### config.mk
export PLATFORM = sky130hd
export DESIGN_NAME = pc_sequencer_flat
export DESIGN_NICKNAME = d
export VERILOG_FILES = /design/src/rtl/pcseq_pkg.sv /design/src/rtl/pc_sequencer_if.sv /design/src/rtl/pc_sequencer_ret_stack.sv /design/src/rtl/pc_sequencer.sv /design/src/flat_wrapper.sv
export SDC_FILE = /design/constraint.sdc
export NUM_CORES = 1
export LEC_CHECK = 0
export CAP_MARGIN = 5
export CORE_ASPECT_RATIO = 0.8
export CORE_MARGIN = 2
export CORE_UTILIZATION = 48
export DETAILED_ROUTE_END_ITERATION = 16
export PLACE_DENSITY = 0.67
export SETUP_SLACK_MARGIN = 0.5
export SYNTH_ARGS = -nofsm -noshare
export SYNTH_HDL_FRONTEND = slang
export SYNTH_SLANG_ARGS = --single-unit
### constraint.sdc
create_clock -name clk -period 5.35 [get_ports clk]
set_input_delay 1.07 -clock clk [delete_from_list [all_inputs] [get_ports clk]]
set_output_delay 1.07 -clock clk [all_outputs]
set_load 0.01 [all_outputs]
### src/rtl/pcseq_pkg.sv
// Shared definitions for the program-sequencing unit: pc_op encoding and widths.
package pcseq_pkg;

    localparam int unsigned PCSEQ_OP_W = 3;

    typedef enum logic [PCSEQ_OP_W-1:0] {
        OP_INC  = 3'b000,
        OP_JMP  = 3'b001,
        OP_JREL = 3'b010,
        OP_CALL = 3'b011,
        OP_RET  = 3'b100,
        OP_HOLD = 3'b101,
        OP_RETI = 3'b110,
        OP_EI   = 3'b111
    } pc_op_e;

endpackage

### src/rtl/pc_sequencer_if.sv
// Control-unit / program-memory side bundle of the sequencer.
interface pc_sequencer_if #(
    parameter int unsigned PC_W = 10
);
    import pcseq_pkg::*;

    logic [PCSEQ_OP_W-1:0] pc_op;
    logic [PC_W-1:0]       target;
    logic                  irq;
    logic [PC_W-1:0]       pc;
    logic                  irq_ack;
    logic                  ie;
    logic                  stack_overflow;
    logic                  stack_underflow;

    modport master (
        output pc_op, target, irq,
        input  pc, irq_ack, ie, stack_overflow, stack_underflow
    );

    modport slave (
        input  pc_op, target, irq,
        output pc, irq_ack, ie, stack_overflow, stack_underflow
    );

endinterface

### src/rtl/pc_sequencer_ret_stack.sv
// Return-address LIFO. With PCSEQ_STACK_WRAP_EN defined a push on full
// overwrites the oldest entry instead of being discarded.
module ret_stack #(
    parameter int unsigned DEPTH = 8,
    parameter int unsigned W     = 10
) (
    input  logic         clk,
    input  logic         rst_n,
    input  logic         i_push,
    input  logic         i_pop,
    input  logic [W-1:0] i_data,
    output logic [W-1:0] o_top,
    output logic         o_full,
    output logic         o_empty
);
    localparam int unsigned IDX_W = $clog2(DEPTH);
    localparam int unsigned SP_W  = IDX_W + 1;

    logic [W-1:0]      r_mem [DEPTH];
    logic [SP_W-1:0]   r_sp;
    logic [IDX_W-1:0]  r_wp;
    logic              w_wr_en;

    assign o_full  = (r_sp == SP_W'(DEPTH));
    assign o_empty = (r_sp == '0);
    assign o_top   = r_mem[r_wp - IDX_W'(1)];

`ifdef PCSEQ_STACK_WRAP_EN
    assign w_wr_en = i_push;
`else
    assign w_wr_en = i_push && !o_full;
`endif

    // Write pointer runs modulo DEPTH; sp counts valid entries and saturates.
    always_ff @(posedge clk or negedge rst_n) begin
        if (!rst_n) begin
            r_sp <= '0;
            r_wp <= '0;
        end else if (w_wr_en) begin
            r_wp <= r_wp + IDX_W'(1);
            if (!o_full) r_sp <= r_sp + SP_W'(1);
        end else if (i_pop && !o_empty) begin
            r_wp <= r_wp - IDX_W'(1);
            r_sp <= r_sp - SP_W'(1);
        end
    end

    // Storage carries no reset; validity is tracked by r_sp alone.
    always_ff @(posedge clk) begin
        if (w_wr_en) r_mem[r_wp] <= i_data;
    end

endmodule

### src/rtl/pc_sequencer.sv
// Program sequencer: next-pc mux, call/return stack, single-level interrupt.
// PCSEQ_STACK_WRAP_EN selects the circular stack (no interrupt deferral on full).
module pc_sequencer
    import pcseq_pkg::*;
#(
    parameter int unsigned    PC_W        = 10,
    parameter int unsigned    STACK_DEPTH = 8,
    parameter logic [PC_W-1:0] IRQ_VECTOR = PC_W'(10'h3F0)
) (
    input  logic           clk,
    input  logic           reset,
    pc_sequencer_if.slave  bus
);
    logic [PC_W-1:0] r_pc;
    logic            r_ie;
    logic            r_ovf;
    logic            r_unf;

    logic [PC_W-1:0] w_pc_nxt;
    logic [PC_W-1:0] w_push_data;
    logic [PC_W-1:0] w_top;
    logic            w_ie_nxt;
    logic            w_push;
    logic            w_pop;
    logic            w_full;
    logic            w_empty;
    logic            w_take;
    logic            w_unf_set;

    ret_stack #(
        .DEPTH (STACK_DEPTH),
        .W     (PC_W)
    ) u_stack (
        .clk     (clk),
        .rst_n   (reset),
        .i_push  (w_push),
        .i_pop   (w_pop),
        .i_data  (w_push_data),
        .o_top   (w_top),
        .o_full  (w_full),
        .o_empty (w_empty)
    );

`ifdef PCSEQ_STACK_WRAP_EN
    assign w_take = bus.irq && r_ie;
`else
    assign w_take = bus.irq && r_ie && !w_full;
`endif

    // Next-state selection; an accepted interrupt overrides pc_op entirely.
    always_comb begin
        w_pc_nxt    = r_pc + PC_W'(1);
        w_push_data = r_pc + PC_W'(1);
        w_ie_nxt    = r_ie;
        w_push      = 1'b0;
        w_pop       = 1'b0;
        w_unf_set   = 1'b0;
        if (w_take) begin
            w_push      = 1'b1;
            w_push_data = r_pc;
            w_pc_nxt    = IRQ_VECTOR;
            w_ie_nxt    = 1'b0;
        end else begin
            case (pc_op_e'(bus.pc_op))
                OP_INC:  ;
                OP_JMP:  w_pc_nxt = bus.target;
                OP_JREL: w_pc_nxt = r_pc + bus.target;
                OP_CALL: begin
                    w_push   = 1'b1;
                    w_pc_nxt = bus.target;
                end
                OP_RET, OP_RETI: begin
                    if (w_empty) begin
                        w_unf_set = 1'b1;
                    end else begin
                        w_pop    = 1'b1;
                        w_pc_nxt = w_top;
                    end
                    if (pc_op_e'(bus.pc_op) == OP_RETI) w_ie_nxt = 1'b1;
                end
                OP_HOLD: w_pc_nxt = r_pc;
                OP_EI:   w_ie_nxt = 1'b1;
                default: ;
            endcase
        end
    end

    always_ff @(posedge clk or negedge reset) begin
        if (!reset) begin
            r_pc  <= '0;
            r_ie  <= 1'b0;
            r_ovf <= 1'b0;
            r_unf <= 1'b0;
        end else begin
            r_pc <= w_pc_nxt;
            r_ie <= w_ie_nxt;
            if (w_push && w_full) r_ovf <= 1'b1;
            if (w_unf_set)        r_unf <= 1'b1;
        end
    end

    assign bus.pc              = r_pc;
    assign bus.ie              = r_ie;
    assign bus.irq_ack         = w_take;
    assign bus.stack_overflow  = r_ovf;
    assign bus.stack_underflow = r_unf;

endmodule

### src/flat_wrapper.sv
// flat-port wrapper written by rule: the top's interface ports become plain ports
module pc_sequencer_flat import pcseq_pkg::*;
#(
    parameter int unsigned    PC_W        = 10,
    parameter int unsigned    STACK_DEPTH = 8,
    parameter logic [PC_W-1:0] IRQ_VECTOR = PC_W'(10'h3F0)
)
  (clk, reset, bus_pc_op, bus_target, bus_irq, bus_pc, bus_irq_ack, bus_ie, bus_stack_overflow, bus_stack_underflow);
  pc_sequencer_if #(.PC_W(PC_W)) bus_i ();
  input  logic clk;
  input  logic reset;
  input wire logic [$bits(bus_i.pc_op)-1:0] bus_pc_op;
  input wire logic [$bits(bus_i.target)-1:0] bus_target;
  input wire logic [$bits(bus_i.irq)-1:0] bus_irq;
  output wire logic [$bits(bus_i.pc)-1:0] bus_pc;
  output wire logic [$bits(bus_i.irq_ack)-1:0] bus_irq_ack;
  output wire logic [$bits(bus_i.ie)-1:0] bus_ie;
  output wire logic [$bits(bus_i.stack_overflow)-1:0] bus_stack_overflow;
  output wire logic [$bits(bus_i.stack_underflow)-1:0] bus_stack_underflow;
  assign bus_i.pc_op = bus_pc_op;
  assign bus_i.target = bus_target;
  assign bus_i.irq = bus_irq;
  assign bus_pc = bus_i.pc;
  assign bus_irq_ack = bus_i.irq_ack;
  assign bus_ie = bus_i.ie;
  assign bus_stack_overflow = bus_i.stack_overflow;
  assign bus_stack_underflow = bus_i.stack_underflow;
  pc_sequencer #(.PC_W(PC_W), .STACK_DEPTH(STACK_DEPTH), .IRQ_VECTOR(IRQ_VECTOR)) u_core (.clk(clk), .reset(reset), .bus(bus_i));
endmodule
==> summary.md <==
| Metric | Value |
|---|---|
| WL per Instance | `19.2 microns` |
| Setup slack, reg-to-reg | `2.28 ns` |
| Port buffer count | `29` |
| HPWL after detailed placement | `7280 microns` |
| Post-Syn Nets | `383` |
| Most frequent cells in the layout | `edfxtp_1, clkdlybuf4s50_1, nor2_1` |
| Post-synthesis instance area | `5020 sq um` |
| Worst Setup Path Type | `in2out` |
| Fin. Hold Viols | `0` |
| Compound-Gate Fraction of Synth Area | `9.94%` |
| Hold Buf Count CTS | `0` |
| Gp weighted congestion | `0.829` |
| Delay-heaviest family, CP | `buffers and inverters` |
| Number of nets with antenna violations after detailed routing | `0` |
| RSZ-0062 raised after global routing | `false` |
| CP Depth | `5` |
| Clock latency on the worst-skew pair | `0.34 ns` |
| Crit-path max cell delay | `0.58 ns` |
| Number of search-and-repair iterations in the first detailed-routing pass | `4` |
| Worst setup EP type | `output port` |
| Actual transition at the worst max-transition pin | `1.02 ns` |
| Final routed DRC violation total | `0` |
| Worst hold path startpoint | `u_core.bus.stack_overflow$_DFFE_PN0P_` |
| Min-Delay Endpoint | `u_core.bus.stack_overflow$_DFFE_PN0P_` |
| Cell breakdown of the critical path | `clkdlybuf4s50_1 > nand2_1 > or2_1 > inv_2 > clkdlybuf4s50_1` |
| Number of maximum-capacitance violations | `0` |
| Slowest cell on crit path | `clkdlybuf4s50_1` |
| Part of the cycle the worst path needs | `73.0%` |
| Total via count in the routed design | `3032` |
| End-of-flow core utilization | `56.7%` |
| # resized after CTS | `0` |
| Ys flop type | `edfxtp_1` |
| Inserted Diodes | `0` |
| Simple-Gate Fraction of Synth Area | `9.19%` |
| Flops & latches, synth | `100` |
| Vias in the first global route | `roughly 3000` |
| Root Buffer Master | `clkbuf_16` |
| Maximum number of pins on one net before global-route repair | `24` |
| Startpoint type of the worst setup path | `input port` |
| Crit Reg-Reg Endpoint | `u_core.bus.pc[3]$_DFFE_PN0P_` |
| Most common cell after layout, fill and taps aside | `edfxtp_1` |
| Fmax | `0.256 GHz` |
| Critical path data arrival time | `between 2 and 3 ns` |
| Yosys warning total | `0` |
| Total Nets Final | `418` |
| Buffers & Inverters on Critical Path | `3` |
| Ports | `30` |
| Initial standard-cell utilization of the core | `49.3%` |
| Worst VDD drop | `approximately 0.44 mV` |
| Wire length of the first global-routing pass | `16600 microns` |
| TritonCTS clock tree | `done` |
| Max FO, Critical Path | `12` |
| Layout cells sized above 1 | `roughly 15%` |
| Main combinational cell family by area after synthesis | `multiplexers` |
| Clock skew | `0.00907 ns` |
| Data required, critical path | `between 4 and 5 ns` |
| Drt first-iter violations | `between 150 and 200` |
| R2R cell count | `8` |
| Floorplan die height | `between 90 and 100 microns` |
| Hold-critical path depth | `1` |
| Minimum clock period | `3.90 ns` |
| Share of the yosys chip area belonging to registers | `between 50% and 60%` |
| Layout Area Growth over Synthesis | `15.1%` |
| Wire length after detailed routing | `approximately 10000 microns` |
| Unique masters post-synth | `68` |
| Combined area of the multi-input logic cells | `1980 sq um` |
| Summed negative setup slack over all endpoints | `0 ns` |
| Max Slew Vio Count | `0` |
| Worst max-slew margin expressed relative to the limit | `31.9%` |
| Total GRT Usage | `19.6%` |
| Mux cell area share after synthesis | `12.4%` |
| Number of flops mapped to enable cells by yosys | `80` |
| Filler instances | `836` |
| Reg2reg start | `u_core.u_stack.r_wp[1]$_DFFE_PN0P_` |
| Site Rows | `33` |
| Asr flop ratio synth | `20.0%` |
| Floorplan die area | `11300 sq um` |
| Xor/xnor share of the synthesized area | `under 10%` |
| Finish-stage setup viols | `0` |
| FF+latch area | `2900 sq um` |
| Static power due to leakage | `just over 2 nW` |
| Adder-cell share of the synthesized area | `4.28%` |
| Clock-pin slew on the worst setup and hold paths | `0.07 ns` |
| Remaining global-route overflow | `0` |
| Cells after synthesis | `351` |
| Most repeated library cell on the critical path | `clkdlybuf4s50_1` |
| Bufs on Longest Clock Path | `2` |
| Status | `complete, no violations` |
| Num CTS Buffers | `9` |
| Overall die width | `approximately 120 microns` |
| Number of levels in the clock H-tree | `3` |
| Initial antenna violation count | `0` |
| Mapped Avg Cell Area | `approximately 14 sq um` |
| PwrDens | `approximately 590 nW/um^2` |
| Placeable core region | `around 10000 sq um` |
| Worst min-delay path class | `reg2reg` |
| Post-CTS Setup Repair Bufs | `0` |
| TritonCTS Sinks | `100` |
| Avg Vias per Cell | `5.71` |
cell type report:
| cell class | instances | share of cell area [%] |
|---|---|---|
| flip-flops and latches | 100 | 50.2 |
| multi-input cells | 223 | 34.3 |
| repair buffers | 41 | 6.58 |
| clock buffers | 9 | 3.90 |
| well taps | 140 | 3.03 |
| clock inverters | 7 | 1.30 |
| inverters | 11 | 0.714 |
cells by family (layout without fill, tap and decap cells):
| kind of cell | Yosys count | after routing |
|---|---|---|
| DFF | 100 | 100 |
| and+or+nand+nor | 88 | 88 |
| AOI/OAI and AO/OA | 66 | 66 |
| muxes | 33 | 33 |
| buffers and inverters | 28 | 68 |
| xor gates and xnor gates | 20 | 20 |
| adders and majority gates | 16 | 16 |
flip-flops by register name (all words and copies together) (netlist names):
name	flops
u_core.u_stack.r_mem	80
u_core.bus.pc	10
u_core.u_stack.r_sp	4
u_core.u_stack.r_wp	3
u_core.bus.ie	1
u_core.bus.stack_overflow	1
u_core.bus.stack_underflow	1
per-layer routing:
metal / part of all wire (%) / GRT usage, % / vias to the layer above
li1: - / - / 1439
met1: 50 / 28.6 / 1529
met2: 45 / 30.4 / 52
met3: 3.3 / 3.83 / 12
met4: 1.1 / 5.56 / 0
met5: 0 / 0 / -
worst register-to-register path, stage by stage (launching register included):
cell and delay, ns:
dfrtp_1 0.49, inv_1 0.12, ha_1 0.96, mux4_1 0.46, mux2i_1 0.27, o21ai_1 0.12, or3_1 0.31, a21oi_1 0.14
nor3_1 0.06
worst max path at each step:
stage	startpoint	endpoint	slack [ns]
floorplan	bus_pc_op[0]	u_core.u_stack.r_mem[5][0]$_DFFE_PP_	2.16
global placement	bus_pc_op[0]	u_core.u_stack.r_mem[6][6]$_DFFE_PP_	1.40
detailed placement	bus_pc_op[0]	u_core.u_stack.r_mem[6][6]$_DFFE_PP_	1.27
CTS	bus_irq	bus_irq_ack	1.46
global route	bus_irq	bus_irq_ack	1.37
finish	bus_irq	bus_irq_ack	1.45
cells in the mapped netlist (2+ instances only):
library cell,number,share of area [%]
a211oi_1,4,0.60
a21o_1,7,1.0
a21oi_1,8,0.80
a221o_1,2,0.40
a221oi_2,5,1.5
a31o_2,2,0.35
and2_1,2,0.25
and3_1,5,0.62
buf_2,5,0.50
clkbuf_1,9,0.67
dfrtp_1,20,10
edfxtp_1,80,48
fa_1,2,0.80
ha_1,14,3.5
inv_1,10,0.75
mux2_2,5,1.1
mux2i_1,6,1.2
mux4_1,8,4.2
mux4_2,12,5.4
nand2_1,16,1.2
nand3_1,10,1.0
nor2_1,23,1.7
nor2b_1,6,0.75
nor3_1,8,0.80
nor3b_1,2,0.30
o21a_1,5,0.75
o21ai_0,7,0.70
o21ai_1,7,0.70
o221ai_1,2,0.35
o22a_1,2,0.35
o22ai_1,2,0.25
or4_1,2,0.30
xnor2_1,15,2.6
xor2_1,4,0.70
through the flow:
stage | hold slack, ns | cell area [sq um] | setup slack, ns | power (W) | cells
6_report | 0.480 | 5780 | 1.45 | 0.00338 | 531
5_1_grt | 0.493 | 5780 | 1.37 | 0.00360 | 531
4_1_cts | 0.482 | 5780 | 1.46 | 0.00341 | 531
2_1_floorplan | 0.452 | 5020 | 2.16 | 0.00231 | 351
3_5_place_dp | 0.466 | 5480 | 1.27 | 0.00276 | 515
3_3_place_gp | 0.476 | 5480 | 1.40 | 0.00273 | 515
power by group:
part	total, W	internal (W)	switching, W
Clock	0.000644	0.000365	0.000279
Sequential	0.00127	0.00112	0.000156
Combinational	0.00147	0.000685	0.000782
Total	0.00338	0.00217	0.00122
Power figures use the tool's default switching activity.
